==> config.mk <==
export PLATFORM = sky130hd
export DESIGN_NAME = fp_add_issue_ctrl
export DESIGN_NICKNAME = d
export VERILOG_FILES = /design/src/rtl/fp_pkg.sv /design/src/rtl/fp_result_fifo.sv /design/src/rtl/fp_add_issue_ctrl.sv
export SDC_FILE = /design/constraint.sdc
export NUM_CORES = 1
export LEC_CHECK = 0
export ABC_CLOCK_PERIOD_IN_PS = 4700
export BUFFER_PORTS_ARGS = -buffer_cell sky130_fd_sc_hd__buf_4
export CAP_MARGIN = 20
export CORE_ASPECT_RATIO = 1.4
export CORE_MARGIN = 3
export CORE_UTILIZATION = 45
export DETAILED_ROUTE_END_ITERATION = 8
export GPL_TIMING_DRIVEN = 0
export PLACE_DENSITY = 0.71
export SYNTH_ARGS = -nofsm -noshare
export SYNTH_HDL_FRONTEND = slang
export SYNTH_HIERARCHICAL = 1
export SYNTH_SLANG_ARGS = --single-unit
==> constraint.sdc <==
create_clock -name clk -period 4.7 [get_ports clk]
set_input_delay 0.47 -clock clk [delete_from_list [all_inputs] [get_ports clk]]
set_output_delay 0.47 -clock clk [all_outputs]
set_load 0.02 [all_outputs]
==> src/rtl/fp_pkg.sv <==
// fp_pkg: shared FP constants, rounding modes, flag layout and result entry.
// Used by the fp_add issue/collect slice.
package fp_pkg;

    localparam int FP_W     = 32;
    localparam int FP_TAG_W = 4;

    localparam logic [2:0] RM_RNE = 3'b000;
    localparam logic [2:0] RM_RZ  = 3'b001;
    localparam logic [2:0] RM_RD  = 3'b010;
    localparam logic [2:0] RM_RU  = 3'b011;
    localparam logic [2:0] RM_RNA = 3'b100;

    localparam logic [31:0] FP_PZERO = 32'h0000_0000;
    localparam logic [31:0] FP_NZERO = 32'h8000_0000;
    localparam logic [31:0] FP_PINF  = 32'h7F80_0000;
    localparam logic [31:0] FP_NINF  = 32'hFF80_0000;
    localparam logic [31:0] FP_NANQ  = 32'h7FC0_0000;

    localparam int FLG_INV = 3;
    localparam int FLG_OV  = 2;
    localparam int FLG_UN  = 1;
    localparam int FLG_NX  = 0;

    typedef struct packed {
        logic [FP_W-1:0]     data;
        logic [3:0]          flags;
        logic [FP_TAG_W-1:0] tag;
    } res_entry_t;

    function automatic logic [3:0] pack_flags(input logic inv, input logic ov,
                                              input logic un, input logic nx);
        logic [3:0] f;
        f          = '0;
        f[FLG_INV] = inv;
        f[FLG_OV]  = ov;
        f[FLG_UN]  = un;
        f[FLG_NX]  = nx;
        return f;
    endfunction

endpackage

==> src/rtl/fp_result_fifo.sv <==
// fp_result_fifo: synchronous FIFO with occupancy count.
// Empty reads return zero; pops on empty are dropped.
module fp_result_fifo
    import fp_pkg::*;
#(
    parameter int DEPTH = 8,
    parameter int EW    = 40
) (
    input  logic                   clk,
    input  logic                   rst_n,
    input  logic                   push_i,
    input  logic [EW-1:0]          wdata_i,
    input  logic                   pop_i,
    output logic [EW-1:0]          rdata_o,
    output logic [$clog2(DEPTH):0] count_o
);
    localparam int AW = $clog2(DEPTH);

    logic [EW-1:0] mem_q [DEPTH];
    logic [AW-1:0] wr_ptr_q, wr_ptr_d;
    logic [AW-1:0] rd_ptr_q, rd_ptr_d;
    logic [AW:0]   count_q, count_d;
    logic          empty;
    logic          do_pop;

    assign empty   = (count_q == '0);
    assign do_pop  = pop_i & ~empty;
    assign count_o = count_q;
    assign rdata_o = empty ? '0 : mem_q[rd_ptr_q];

    // pointer and count next state; pointers wrap naturally at DEPTH
    always_comb begin
        wr_ptr_d = wr_ptr_q;
        rd_ptr_d = rd_ptr_q;
        count_d  = count_q;
        if (push_i) wr_ptr_d = wr_ptr_q + AW'(1);
        if (do_pop) rd_ptr_d = rd_ptr_q + AW'(1);
        unique case ({push_i, do_pop})
            2'b10:   count_d = count_q + (AW+1)'(1);
            2'b01:   count_d = count_q - (AW+1)'(1);
            default: count_d = count_q;
        endcase
    end

    // pointer and count state
    always_ff @(posedge clk or negedge rst_n) begin
        if (!rst_n) begin
            wr_ptr_q <= '0;
            rd_ptr_q <= '0;
            count_q  <= '0;
        end else begin
            wr_ptr_q <= wr_ptr_d;
            rd_ptr_q <= rd_ptr_d;
            count_q  <= count_d;
        end
    end

    // storage; contents are don't-care until written
    always_ff @(posedge clk) begin
        if (push_i) mem_q[wr_ptr_q] <= wdata_i;
    end

    a_no_overflow: assert property (@(posedge clk) disable iff (!rst_n)
        push_i |-> (count_q != (AW+1)'(DEPTH)));

endmodule

==> src/rtl/fp_add_issue_ctrl.sv <==
// fp_add_issue_ctrl: registers requests onto fp_add, tracks them, queues results.
// Build option FADD_STICKY_FLAGS_EN adds flags_clr / fflags accumulation.
module fp_add_issue_ctrl
    import fp_pkg::*;
#(
    parameter int W     = 32,
    parameter int LAT   = 2,
    parameter int DEPTH = 8,
    parameter int TAG_W = 4
) (
    input  logic             clk,
    input  logic             rst,
    input  logic             req_valid,
    output logic             req_ready,
    input  logic [W-1:0]     req_a,
    input  logic [W-1:0]     req_b,
    input  logic [2:0]       req_rm,
    input  logic [TAG_W-1:0] req_tag,
    output logic [W-1:0]     add_in1,
    output logic [W-1:0]     add_in2,
    output logic [2:0]       add_round_m,
    input  logic [W-1:0]     add_out,
    input  logic             add_ov,
    input  logic             add_un,
    input  logic             add_inv,
    input  logic             add_inexact,
`ifdef FADD_STICKY_FLAGS_EN
    input  logic             flags_clr,
    output logic [3:0]       fflags,
`endif
    output logic             rsp_valid,
    input  logic             rsp_ready,
    output logic [W-1:0]     rsp_data,
    output logic [3:0]       rsp_flags,
    output logic [TAG_W-1:0] rsp_tag
);
    localparam int EW = W + 4 + TAG_W;
    localparam int AW = $clog2(DEPTH);
    localparam int OW = $clog2(DEPTH + LAT + 2) + 1;

    logic [W-1:0]     in1_q, in1_d;
    logic [W-1:0]     in2_q, in2_d;
    logic [2:0]       rm_q, rm_d;
    logic             iv_q, iv_d;
    logic [TAG_W-1:0] itag_q, itag_d;
    logic [LAT-1:0]   vpipe_q;
    logic [TAG_W-1:0] tpipe_q [LAT];
    logic [AW:0]      fifo_cnt;
    logic [EW-1:0]    fifo_wdata;
    logic [EW-1:0]    fifo_rdata;
    logic [OW-1:0]    occ;
    logic             accept;
    logic             rsp_pop;

    assign accept      = req_valid & req_ready;
    assign rsp_pop     = rsp_valid & rsp_ready;
    assign add_in1     = in1_q;
    assign add_in2     = in2_q;
    assign add_round_m = rm_q;

    // credit: every issued-but-unpopped op owns a FIFO slot
    always_comb begin
        occ = OW'(fifo_cnt) + OW'(iv_q);
        for (int k = 0; k < LAT; k++) occ = occ + OW'(vpipe_q[k]);
    end

    assign req_ready = (occ < OW'(DEPTH));

    // issue stage next state; operands hold when nothing is accepted
    always_comb begin
        in1_d  = in1_q;
        in2_d  = in2_q;
        rm_d   = rm_q;
        itag_d = itag_q;
        iv_d   = 1'b0;
        if (accept) begin
            in1_d  = req_a;
            in2_d  = req_b;
            rm_d   = req_rm;
            itag_d = req_tag;
            iv_d   = 1'b1;
        end
    end

    // issue registers feeding the adder
    always_ff @(posedge clk or negedge rst) begin
        if (!rst) begin
            in1_q  <= '0;
            in2_q  <= '0;
            rm_q   <= '0;
            iv_q   <= 1'b0;
            itag_q <= '0;
        end else begin
            in1_q  <= in1_d;
            in2_q  <= in2_d;
            rm_q   <= rm_d;
            iv_q   <= iv_d;
            itag_q <= itag_d;
        end
    end

    // valid/tag shadow pipe aligned with the adder latency
    always_ff @(posedge clk or negedge rst) begin
        if (!rst) begin
            vpipe_q <= '0;
            for (int k = 0; k < LAT; k++) tpipe_q[k] <= '0;
        end else begin
            vpipe_q[0] <= iv_q;
            tpipe_q[0] <= itag_q;
            for (int k = 1; k < LAT; k++) begin
                vpipe_q[k] <= vpipe_q[k-1];
                tpipe_q[k] <= tpipe_q[k-1];
            end
        end
    end

    assign fifo_wdata = {add_out,
                         pack_flags(add_inv, add_ov, add_un, add_inexact),
                         tpipe_q[LAT-1]};

    fp_result_fifo #(
        .DEPTH (DEPTH),
        .EW    (EW)
    ) u_fifo (
        .clk     (clk),
        .rst_n   (rst),
        .push_i  (vpipe_q[LAT-1]),
        .wdata_i (fifo_wdata),
        .pop_i   (rsp_pop),
        .rdata_o (fifo_rdata),
        .count_o (fifo_cnt)
    );

    assign rsp_valid = (fifo_cnt != '0);
    assign {rsp_data, rsp_flags, rsp_tag} = fifo_rdata;

`ifdef FADD_STICKY_FLAGS_EN
    logic [3:0] fflags_q, fflags_d;

    // clear wins over accumulate but keeps a same-cycle pop's flags
    always_comb begin
        fflags_d = fflags_q;
        if (flags_clr)    fflags_d = rsp_pop ? rsp_flags : 4'b0000;
        else if (rsp_pop) fflags_d = fflags_q | rsp_flags;
    end

    // sticky flag register
    always_ff @(posedge clk or negedge rst) begin
        if (!rst) fflags_q <= '0;
        else      fflags_q <= fflags_d;
    end

    assign fflags = fflags_q;
`endif

endmodule

==> summary.txt <==
Power and ir drop
  • Int Power: 0.00896 W
  • Switch Pwr: roughly 0.0043 W
  • PwrDens: 672 nW/µm²
  • Max VDD drop: 0.446 mV
  • Switching Share: 32.3%
  • Clock power frac: 23.9%
  • Comb pwr share: between 30% and 40%
  • Seq pwr share: 38.2%
  • P_leak: roughly 7.3 nW

Worst setup path
  • WP depth: 4
  • R2r endpoint: u_fifo/count_o[2]
  • Critical Path Sink Type: output pin
  • Worst R2R Start: u_fifo/count_o[2]
  • CP Launch Type: register
  • Worst path cell trace: nor4_2, clkbuf_1, nor2_1, buf_4
  • Worst Setup Path Type: reg -> out
  • Flop2flop setup slack: 1770 ps
  • Critical Path Fanout Max: 10
  • CP arrival: 2680 ps
  • Worst Path Required: 4230 ps
  • CP top delay family: simple AND/OR/NAND/NOR gates
  • Worst setup endpoint: rsp_tag[3]
  • Crit. Startpoint: u_fifo/count_o[2]
  • Bufs and invs on worst path: 2
  • Max incr delay on CP: 680 ps
  • Worst path slowest cell: nor4_2
  • R2r worst-path depth: 10

Drt
  • ANT nets after route: 0
  • Vias per inst: 5.25
  • DRT iter0 DRCs: approximately 390
  • DR DRC count: 0
  • Total Wirelength: 32000 µm
  • Router iterations before antenna repair: 5
  • Wire per inst: 21.5 µm
  • Vias post-DR: 7831

Global routing
  • GRT Total Usage: 17.4%
  • Pin count of the biggest net entering global routing: 67
  • Vias in the first global route: 8623
  • Total gr overflow: 0
  • Initial antenna violation count: 2
  • First-pass GRT wire length: 49000 µm

Placed design
  • DP HPWL: ~21000 µm
  • Port Buffer Count: ~220
  • GPL Wtd Cong: 0.709
  • Place WS: 1790 ps
  • Placed cells: between 1000 and 1500
  • Cell Area, Placed: around 18000 µm²

Die
  • Die footprint: 37400 µm²
  • Initial core utilization: ~46%
  • Die width: between 150 and 200 µm
  • Core area: 34300 µm²
  • FP Rows: 80
  • I/O pins: 220
  • Die Ht: 228 µm

Clock network
  • Clock slew at reported path FFs: 60 ps
  • Clock sinks: 412
  • Postcts setup bufs: 0
  • CTS tree: done
  • TritonCTS buffer count: 39
  • Root Driver: clkbuf_16
  • Clock Path Buffers: 3
  • H-tree lvl count: 2
  • CTS resizes: 0
  • Clock insertion delay at the later pin of the skew report: 540 ps

Synth
  • Number of synthesized flops with an enable pin: 320
  • Yosys cell types: 29
  • Top FF cell, synth: edfxtp_1
  • Yosys warning total: 6
  • Sequential-to-total area share from yosys stat: 75.4%
  • Mapped Area: 15800 µm²
  • Syn nets: around 850
  • Syn_area_per_cell: approximately 22 µm²
  • Top post-synthesis cells by area: edfxtp_1 (61%), dfrtp_1 (15%), mux4_2 (11%)
  • Fraction of registers with async set/reset: 22.3%
  • Leading area contributor after synthesis: edfxtp_1
  • Synth Register Bits: 412
  • Mapped Cells: 731
  • Synth top area share: 60.9%

Worst hold path
  • Hold WC Path Type: in -> reg

Run status
  • Status: finished clean

Timing
  • Actual slew at the worst max-slew pin: 874 ps
  • Fmax: approximately 0.32 GHz
  • Slew Limit Fails: 0
  • Relative slew margins: 41.4%
  • Setup-failing EPs final: 0
  • Tmin final: 3150 ps
  • Final period utilization: 67.0%
  • Hold WS: approximately 160 ps
  • Fin worst setup slack: 1550 ps
  • Hold Vio Cnt, Final: 0
  • Final clock skew: a little under 20 ps
  • RSZ-0062 raised after global routing: no

Finish
  • # fillers: 2563
  • Layout Nets: 1129
  • Layout cell share with drive strength beyond 1: a little under half
  • Non-filler cells, final: ~1500
  • Finished Cell Area: 19700 µm²
  • Area Overhead vs Synth: 24.7%
  • Multi-input gate area: 3660 µm²
  • Commonest non-fill, non-tap cells in the layout: edfxtp_1 (320), buf_4 (219), dfrtp_1 (92)
  • Commonest non-fill, non-tap cell in the layout: edfxtp_1
  • Register Area: 11900 µm²

Flow run
  • Max cap viols: 0
-- power by group through the flow --
stage               logic, W  clock network, W  registers [W]
floorplan            0.00284                 0        0.00543
global placement     0.00494                 0        0.00513
detailed placement   0.00512                 0        0.00513
CTS                  0.00513           0.00326        0.00506
global route         0.00537           0.00341        0.00513
finish               0.00503           0.00316        0.00506
-- cell families (layout without fill, tap and decap cells) --
logic type	count (synthesis)	count (layout)	synth area share [%]
and+or+nand+nor	66	66	1.86
AOI/OAI and AO/OA	5	5	0.365
xor gates and xnor gates	9	9	0.499
adders and majority gates	7	7	0.602
muxes	195	195	19.5
DFF	412	412	75.4
buffers and inverters	37	347	1.74
other	0	1	0
-- cell usage after synthesis (4+ instances only) --
cell and number:
nor2_1 49, mux2_4 9, clkbuf_1 6, mux2_2 65, nand2_1 4, buf_6 16, buf_2 12, mux4_2 80
mux2i_1 41, dfrtp_1 92, ha_1 6, edfxtp_1 320, xor2_1 6
-- sequential cells by signal, indices dropped and copies added, names as in the netlist, 4 cells and up --
| signal | cells |
|---|---|
| itag_q | 4 |
| u_fifo/count_o | 4 |
| u_fifo/mem_q | 320 |
| fifo_wdata | 4 |
| add_in1 | 32 |
| tpipe_q | 4 |
| add_in2 | 32 |
-- routing by layer --
layer  up-vias  part of all wire, %  GRT usage (%)
li1       3480                    -              -
met1      4007                   39           21.4
met2       286                   51           30.3
met3        56                  7.7           4.55
met4         2                  2.3           5.41
met5         -                0.041              0
-- through the flow --
| stage | utilization, % | power, W | setup TNS [ps] |
|---|---|---|---|
| after global routing | 57.4 | 0.0139 | 0 |
| after floorplan | - | 0.00828 | 0 |
| after CTS | 57.4 | 0.0135 | 0 |
| final | 57.4 | 0.0132 | 0 |
| after detailed placement | 53.5 | 0.0102 | 0 |
| after global placement | 52.4 | 0.0101 | -157150 |
-- worst min-delay path by stage --
stage	from	to	slack [ps]	depth (start not counted)
finish	add_out[28]	u_fifo/mem_q[4][36]	160	1
global route	req_b[13]	add_in2[13]	140	2
floorplan	rst	add_in1[0]	170	0
detailed placement	tpipe_q[4]	fifo_wdata[0]	330	0
CTS	add_out[28]	u_fifo/mem_q[0][36]	130	1
global placement	tpipe_q[6]	fifo_wdata[2]	340	0
-- final cells by class --
type	instances	area share, %
Clock inverter	25	1.40
Timing Repair Buffer	239	10.1
Clock buffer	46	5.20
Antenna cell	1	0.0127
Sequential cell	412	60.5
Inverter	3	0.0572
Buffer	34	1.33
Tap cell	451	2.87
Multi-Input combinational cell	282	18.6
-- repair_timing --
item                                    in CTS  in global routing
endpoints found under the hold margin       26                  0
hold buffers                                 1                  0
endpoints found under the setup margin       0                  0
(Power assumes the default switching activity.)
